[src/rtl/matrix_tile_scheduler.sv]
// matrix_tile_scheduler: walks the output matrix one tile at a time.
// A tile is one row by CORE_COUNT adjacent columns. Each tile is handled as:
// clear the MAC cores, stream K operand addresses, then one masked write-back.
// Optional feature macro: MATRIX_SCHED_PERF_EN adds the perf_cycles busy-cycle counter.
module matrix_tile_scheduler #(
    parameter int unsigned CORE_COUNT      = 6,
    parameter int unsigned SIZE_ROW_MAX    = 8,
    parameter int unsigned SIZE_COLUMN_MAX = 4,
    parameter int unsigned ADR_W           = 5
) (
    input  logic                  CLOCK_25,
    input  logic                  rst,
    input  logic                  start,
    input  logic [7:0]            m_size,
    input  logic [7:0]            k_size,
    input  logic [7:0]            n_size,
    output logic                  busy,
    output logic                  done,
    output logic                  err,
    output logic                  acc_clr,
    output logic                  acc_en,
    output logic [ADR_W-1:0]      row_adr,
    output logic [ADR_W-1:0]      k_adr,
    output logic [ADR_W-1:0]      col_base,
    output logic                  wb_en,
    output logic [ADR_W-1:0]      wb_row,
    output logic [ADR_W-1:0]      wb_col,
    output logic [CORE_COUNT-1:0] wb_mask
`ifdef MATRIX_SCHED_PERF_EN
    ,
    output logic [31:0]           perf_cycles
`endif
);

    localparam int unsigned SIZE_W = 8;
    localparam int unsigned CMP_W  = 9;
    localparam logic [SIZE_W-1:0] ROW_MAX  = SIZE_W'(SIZE_ROW_MAX);
    localparam logic [SIZE_W-1:0] COL_MAX  = SIZE_W'(SIZE_COLUMN_MAX);
    localparam logic [SIZE_W-1:0] CORE_STEP = SIZE_W'(CORE_COUNT);

    typedef enum logic [2:0] {
        S_IDLE  = 3'd0,
        S_CLEAR = 3'd1,
        S_ACCUM = 3'd2,
        S_WRITE = 3'd3,
        S_DONE  = 3'd4
    } state_t;

    state_t            r_state, w_state_nx;
    logic              r_start_q;
    logic [SIZE_W-1:0] r_m, r_k_sz, r_n;
    logic [SIZE_W-1:0] r_row, r_k, r_col;
    logic              r_err;
    logic [SIZE_W-1:0] w_m_nx, w_k_sz_nx, w_n_nx;
    logic [SIZE_W-1:0] w_row_nx, w_k_nx, w_col_nx;
    logic              w_err_nx;
    logic              w_launch;
    logic              w_size_zero, w_size_over;

    logic                  w_busy_nx, w_done_nx, w_clr_nx, w_en_nx, w_wb_nx;
    logic [ADR_W-1:0]      w_wb_row_nx, w_wb_col_nx;
    logic [CORE_COUNT-1:0] w_wb_mask_nx;

    assign w_launch    = start && !r_start_q && (r_state == S_IDLE || r_state == S_DONE);
    assign w_size_zero = (m_size == '0) || (k_size == '0) || (n_size == '0);
    assign w_size_over = (m_size > ROW_MAX) || (n_size > ROW_MAX) || (k_size > COL_MAX);

    // State, counters and latched sizes
    always_ff @(posedge CLOCK_25 or posedge rst) begin
        if (rst) begin
            r_state   <= S_IDLE;
            r_start_q <= 1'b1;
            r_m       <= '0;
            r_k_sz    <= '0;
            r_n       <= '0;
            r_row     <= '0;
            r_k       <= '0;
            r_col     <= '0;
            r_err     <= 1'b0;
        end else begin
            r_state   <= w_state_nx;
            r_start_q <= start;
            r_m       <= w_m_nx;
            r_k_sz    <= w_k_sz_nx;
            r_n       <= w_n_nx;
            r_row     <= w_row_nx;
            r_k       <= w_k_nx;
            r_col     <= w_col_nx;
            r_err     <= w_err_nx;
        end
    end

    // Next state: launch checks and tile walk
    always_comb begin
        w_state_nx = r_state;
        w_m_nx     = r_m;
        w_k_sz_nx  = r_k_sz;
        w_n_nx     = r_n;
        w_row_nx   = r_row;
        w_k_nx     = r_k;
        w_col_nx   = r_col;
        w_err_nx   = r_err;
        case (r_state)
            S_IDLE, S_DONE: begin
                if (w_launch) begin
                    w_m_nx    = m_size;
                    w_k_sz_nx = k_size;
                    w_n_nx    = n_size;
                    w_row_nx  = '0;
                    w_k_nx    = '0;
                    w_col_nx  = '0;
                    w_err_nx  = 1'b0;
                    if (w_size_zero) begin
                        w_state_nx = S_DONE;
                    end else if (w_size_over) begin
                        w_state_nx = S_DONE;
                        w_err_nx   = 1'b1;
                    end else begin
                        w_state_nx = S_CLEAR;
                    end
                end
            end
            S_CLEAR: begin
                w_state_nx = S_ACCUM;
                w_k_nx     = '0;
            end
            S_ACCUM: begin
                if (r_k == r_k_sz - 8'd1) w_state_nx = S_WRITE;
                else                      w_k_nx     = r_k + 8'd1;
            end
            S_WRITE: begin
                if (CMP_W'(r_col) + CMP_W'(CORE_COUNT) < CMP_W'(r_n)) begin
                    w_col_nx   = r_col + CORE_STEP;
                    w_state_nx = S_CLEAR;
                end else begin
                    w_col_nx   = '0;
                    w_row_nx   = r_row + 8'd1;
                    w_state_nx = (r_row + 8'd1 == r_m) ? S_DONE : S_CLEAR;
                end
            end
            default: w_state_nx = S_IDLE;
        endcase
    end

    // Output decode from the upcoming state so every output is a flop
    always_comb begin
        w_busy_nx    = (w_state_nx == S_CLEAR) || (w_state_nx == S_ACCUM) || (w_state_nx == S_WRITE);
        w_done_nx    = (w_state_nx == S_DONE);
        w_clr_nx     = (w_state_nx == S_CLEAR);
        w_en_nx      = (w_state_nx == S_ACCUM);
        w_wb_nx      = (w_state_nx == S_WRITE);
        w_wb_row_nx  = '0;
        w_wb_col_nx  = '0;
        w_wb_mask_nx = '0;
        if (w_state_nx == S_WRITE) begin
            w_wb_row_nx = ADR_W'(w_row_nx);
            w_wb_col_nx = ADR_W'(w_col_nx);
            for (int i = 0; i < int'(CORE_COUNT); i++) begin
                w_wb_mask_nx[i] = (CMP_W'(w_col_nx) + CMP_W'(i)) < CMP_W'(w_n_nx);
            end
        end
    end

    // Output registers
    always_ff @(posedge CLOCK_25 or posedge rst) begin
        if (rst) begin
            busy     <= 1'b0;
            done     <= 1'b0;
            err      <= 1'b0;
            acc_clr  <= 1'b0;
            acc_en   <= 1'b0;
            row_adr  <= '0;
            k_adr    <= '0;
            col_base <= '0;
            wb_en    <= 1'b0;
            wb_row   <= '0;
            wb_col   <= '0;
            wb_mask  <= '0;
        end else begin
            busy     <= w_busy_nx;
            done     <= w_done_nx;
            err      <= w_err_nx;
            acc_clr  <= w_clr_nx;
            acc_en   <= w_en_nx;
            row_adr  <= ADR_W'(w_row_nx);
            k_adr    <= ADR_W'(w_k_nx);
            col_base <= ADR_W'(w_col_nx);
            wb_en    <= w_wb_nx;
            wb_row   <= w_wb_row_nx;
            wb_col   <= w_wb_col_nx;
            wb_mask  <= w_wb_mask_nx;
        end
    end

`ifdef MATRIX_SCHED_PERF_EN
    logic [31:0] r_perf;

    // Busy-cycle counter, cleared at each launch
    always_ff @(posedge CLOCK_25 or posedge rst) begin
        if (rst)           r_perf <= '0;
        else if (w_launch) r_perf <= '0;
        else if (busy)     r_perf <= r_perf + 32'd1;
    end

    assign perf_cycles = r_perf;
`endif

endmodule

[config.mk]
export PLATFORM = sky130hd
export DESIGN_NAME = matrix_tile_scheduler
export DESIGN_NICKNAME = d
export VERILOG_FILES = /design/src/rtl/matrix_tile_scheduler.sv
export SDC_FILE = /design/constraint.sdc
export NUM_CORES = 1
export LEC_CHECK = 0
export ABC_AREA = 1
export ABC_CLOCK_PERIOD_IN_PS = 4200
export BUFFER_PORTS_ARGS = -buffer_cell sky130_fd_sc_hd__buf_2
export CAP_MARGIN = 0
export CORE_MARGIN = 2
export CORE_UTILIZATION = 45
export DETAILED_ROUTE_END_ITERATION = 6
export PLACE_DENSITY = 0.71
export REMOVE_ABC_BUFFERS = 1
export SLEW_MARGIN = 20
export SYNTH_ARGS = -nofsm -noshare
export SYNTH_HDL_FRONTEND = slang
export SYNTH_SLANG_ARGS = --single-unit
export TNS_END_PERCENT = 100
[constraint.sdc]
create_clock -name CLOCK_25 -period 4.2 [get_ports CLOCK_25]
set_input_delay 0.84 -clock CLOCK_25 [delete_from_list [all_inputs] [get_ports CLOCK_25]]
set_output_delay 0.84 -clock CLOCK_25 [all_outputs]
set_load 0.02 [all_outputs]
# Yosys cells after proc, flatten, opt, wreduce, memory -nomap -nowiden
# Index checks and enable logic that the tools add are counted.
[word_totals]
ff_bits = 79
latchBits = 0
mem_bits_rw = 0
rom_bits = 0
input_bits = 27
out_inout_bits = 37
wordCells = 96
mem_count = 0
[op_classes]
addsub = 10
mul = 0
n_div = 0
magnitude_cmp = 10
eq_ne = 13
n_shift = 0
muxes = 23
bitwise_logic = 0
n_reduce_logical = 20
[op_table]
columns = ["cell", "n"]
rows = [
  ["$mux 8", 8],
  ["$lt 9x8->1", 6],
  ["$pmux 8 s2", 2],
  ["$add 8x3->9 const B", 3],
  ["$logic_not 8->1", 3],
  ["$pmux 8 s3", 1],
  ["$add 8x2->9 const B", 2],
  ["$mux 3", 6],
  ["$add 8x1->8 const B", 2],
  ["$eq 8x8->1", 2],
  ["$gt 8x4->1 const B", 2],
  ["$eq 3x2->1 const B", 4],
  ["$pmux 3 s4", 1],
  ["$mux 5", 2],
  ["$add 8x1->9 const B", 1],
  ["$add 8x3->8 const B", 1],
  ["$gt 8x3->1 const B", 1],
  ["$lt 8x8->1", 1],
  ["$sub 8x1->8 const B", 1],
  ["$logic_or 1x1->1", 7],
  ["$eq 3x1->1 const B", 2],
  ["$eq 3x3->1 const B", 2],
  ["$mux 6", 1],
  ["$ne 2x2->1 const B", 3],
  ["9 further kinds", 12],
]

# Longest topological paths before layout
[logic_depth]
word_depth = 10
mapped_depth = 29

# Worst setup path after synthesis
# No wires, ideal clock.
[synth_path]
kind = "reg2reg"
from = "register col_base[1] (netlist name)"
to = "register wb_mask[5]"
t_arrival_ns = 3.623
t_required_ns = 4.123
path_slack_ns = 0.499
stages_incl_launch_ff = 26
period_less_slack_ns = 3.701
cell_sequence = "dfrtp_1 -> inv_1 -> ha_1 -> nor3_1 -> nand2_1 -> xnor2_1 -> ha_1 -> inv_1 -> o211ai_1 -> nor2_8 -> nand3_4 -> nand2_2 -> nand2_2 -> inv_1 -> ha_1 -> nand2_1 -> nand2_1 -> xor2_1 -> inv_1 -> ha_1 -> a21oi_1 -> o21a_1 -> nand2_1 -> nand3_1 -> nand2_1 -> a21oi_1"
[synth_rtl]
columns = ["item", "line_no", "text"]
rows = [
  ["end signal: assignment", "191", "wb_mask <= w_wb_mask_nx;"],
  ["end: declaration", "28", "output logic [CORE_COUNT-1:0] wb_mask"],
]

==> flow_summary_export.csv <==
group,metric,value,unit
pwr,p_per_area,291.7,mW/mm^2
worst_setup_path,path_common_cell,"nand2_1",
worst_setup_path,critPathMaxStageDelay,0.46,ns
cells_and_area,n_antenna_cell,0,
synthesis,synth_warnings,0,
global_routing,grt_max_degree,49,
timing,max_slew_margin,0.2763,
timing,period_share,0.9196,
timing,fmax,258.9,MHz
run_status,status,"finished clean",
synthesis,yosys.area.top_type_share,0.3430,
worst_setup_path,worstPathMaxFanout,8,
synthesis,ys_top_cells_by_area,"dfrtp_1 34%, ha_1 13%, nand2_1 11%",
pwr,p_leak,3.462,nW
cells_and_area,drive_gt1_frac,0.1947,
worst_setup_path,slowest_stage,"dfrtp_1",
timing,skew,0.007259,ns
cts,clock_sinks,74,
floorplan,die_h,112.8,microns
route,route.vias.total,4649,
place,io_buffers,63,
worst_hold_path,hold_path_class,"flop to flop",
synthesis,synth-seq-area-share,0.3480,
worst_setup_path,cp.required,4.46,ns
route,post-route-drc-count,0,
floorplan,core_area,0.01147,sq mm
timing,period_needed,3.862,ns
worst_setup_path,crit_buf_inv,4,
pwr,ir_drop,0.2786,mV
cts,clock_path_buffers,2,
floorplan,fp.dieW,112.8,microns
route,viasPerCell,5.177,
global_routing,antenna_found_initial,0,
synthesis,yosysTopAreaCell,"dfrtp_1",
worst_setup_path,endpoint_kind,"flop",
route,wirelength,13.33,mm
global_routing,grt_pass1_wl,22.29,mm
cells_and_area,area_growth,16.73,%
synthesis,netlist_area,0.005325,sq mm
timing,worst_pin_slew,1.074,ns
worst_setup_path,path_delay_family,"simple AND/OR/NAND/NOR gates",
synthesis,ys_types,43,
cells_and_area,nNetsFinal,835,
cts,htreeDepth,3,
place,post-place-ws,0.1568,ns
global_routing,grt_pass1_vias,4735,
floorplan,rows,39,
cts,clkTransAtPathRegs,0.06,ns
route,detail_route.wl_per_cell,14.85,microns
worst_setup_path,path_class,"flop to flop",
cts,cts_root_buf,"clkbuf_16",
cts,tritoncts,"yes",
floorplan,floorplan.initialDensity,0.4644,
timing,drv_slew,0,
floorplan,pin_count,64,
cts,cts_hold_buf,0,
synthesis,netlist_instances,680,
worst_setup_path,critPathLaunchType,"flop",
place,place_congestion,0.9959,
job,drv_cap,0,
timing,hold_violations,0,
route,ant_nets,0,
synthesis,avgSynthCellArea,7.831,sq um
floorplan,dieArea,0.01272,sq mm
global_routing,grt_overflow,0,
timing,whs,0.5085,ns
timing,final.setup.tns,0,ns
route,drt_first_pass_iters,5,
timing,setup_viol,0,
route,drt_iter0_markers,217,
cts,clkLatencyLatePin,0.34,ns
cts,cts_buffers,9,
synthesis,ys_seq_elements,74,
global_routing,grt_use_total,0.2184,
timing,fin_ws,0.3376,ns
pwr,power.total,1.813,mW
worst_setup_path,cp.arrival,4.13,ns
place,dpl.hpwl,10.11,mm
-- metrics by stage --
stage                     cells  utilization  instance area (sq um)
final                       898       0.5421                   6216
after global routing        898       0.5421                   6216
after CTS                   889       0.5290                   6066
after detailed placement    874       0.5023                   5761
after global placement      874       0.5023                   5761
after floorplan             656            -                   5176
-- cells by family after synthesis --
| family | count (synthesis) | synth area share |
|---|---|---|
| XOR/XNOR | 47 | 0.07730 |
| AO/OA/AOI/OAI | 90 | 0.09727 |
| buffers and inverters | 121 | 0.09634 |
| AND/OR/NAND/NOR | 291 | 0.2472 |
| adder cells (fa/ha/maj) | 57 | 0.1339 |
| flip-flops | 74 | 0.3480 |
-- per-layer routing --
metal,global-route usage,wire length [microns],part of all wire
met5,0,0,0
met1,0.2680,5836,0.44
met2,0.3820,6594,0.49
met3,0.02357,488,0.037
met4,0.1073,414,0.031
-- flip-flops by register name, indices dropped and copies added (netlist names), 3 cells and up --
register / flops
col_base: 4
r_col: 4
r_k: 8
r_k_sz: 8
r_m: 8
r_n: 8
r_row: 8
r_state: 3
wb_col: 5
wb_mask: 6
wb_row: 5
-- worst register-to-register path: stages (launching register included) --
cell and delay (ns):
dfrtp_1 0.46, inv_2 0.09, nor2_2 0.23, nand4_1 0.11, nand2_1 0.08, inv_1 0.06, ha_1 0.30, a21oi_1 0.18
o211ai_1 0.22, nor2_8 0.20, nand3_4 0.11, nand2_2 0.09, nand2_2 0.10, inv_1 0.11, ha_2 0.21, nand2_1 0.06
nand2_1 0.10, xor2_1 0.15, inv_1 0.06, ha_1 0.29, a21oi_1 0.16, o21a_1 0.13, nand2_1 0.05, nand3_1 0.07
nand2_1 0.05, a21oi_1 0.12
-- repair_timing --
| action | CTS | global route |
|---|---|---|
| setup endpoints to repair | 0 | 5 |
| buffers inserted | 0 | 9 |
| gates resized for setup | 0 | 15 |
-- cell type report --
type | instances | area (sq um)
inverters | 97 | 364.1
multi-input cells | 485 | 3025
fillers | 1048 | 5251
well taps | 143 | 178.9
repair buffers | 84 | 489.2
clock buffers | 13 | 270.3
flip-flops and latches | 74 | 1853
clock inverters | 2 | 35.03
-- path summary, 6_finish.rpt --
path                       slack [ns]        start    endpoint  depth (start not counted)
max                              0.34  col_base[3]  wb_mask[5]                         25
min reg2reg                      0.51       r_m[4]      r_m[4]                          2
max reg2reg                      0.34  col_base[3]  wb_mask[5]                         25
min in group asynchronous        0.55          rst      r_k[3]                          2
min                              0.51       r_m[4]      r_m[4]                          2
max in group asynchronous        2.59          rst      r_m[1]                          3
-- power breakdown --
| part | switching, mW | total, mW | internal, mW |
|---|---|---|---|
| Sequential | 0.0192 | 0.764 | 0.744 |
| Combinational | 0.159 | 0.257 | 0.0982 |
| Clock | 0.288 | 0.792 | 0.504 |
-- placed cells by master (no fill, tap or decap), types with 31 or more instances in the layout --
cell type,n
ha_1,52
nor2_1,54
xor2_1,31
o21ai_0,33
a21oi_1,31
dfrtp_1,73
inv_1,92
buf_2,63
nand2_1,160
-- synthesized netlist by cell type --
cell type,instances
and2_1,1
nand2_2,8
buf_4,15
nor4_1,3
o21a_1,2
o22ai_1,3
nand3b_1,2
dfrtp_1,73
nor2_8,1
nand3_4,1
buf_2,2
or2_2,6
o31ai_1,6
o21ai_2,1
nand4_1,13
o21ai_4,1
o211ai_1,2
nand3_1,19
dfstp_2,1
nand2_1,161
nor3_1,8
ha_1,57
nor3_2,1
xor2_1,31
clkbuf_1,7
nor2_2,4
a21o_1,3
inv_1,94
xnor2_1,16
nand2_4,2
nand3_2,2
o21ai_1,1
nand4_2,1
nor2_1,55
o311ai_0,1
nand3b_2,1
a211oi_1,3
inv_2,3
nor2_4,2
a21oi_1,32
o21ai_0,33
a21oi_2,1
a31oi_1,1
Note: power is estimated with default switching activity, not from simulation.
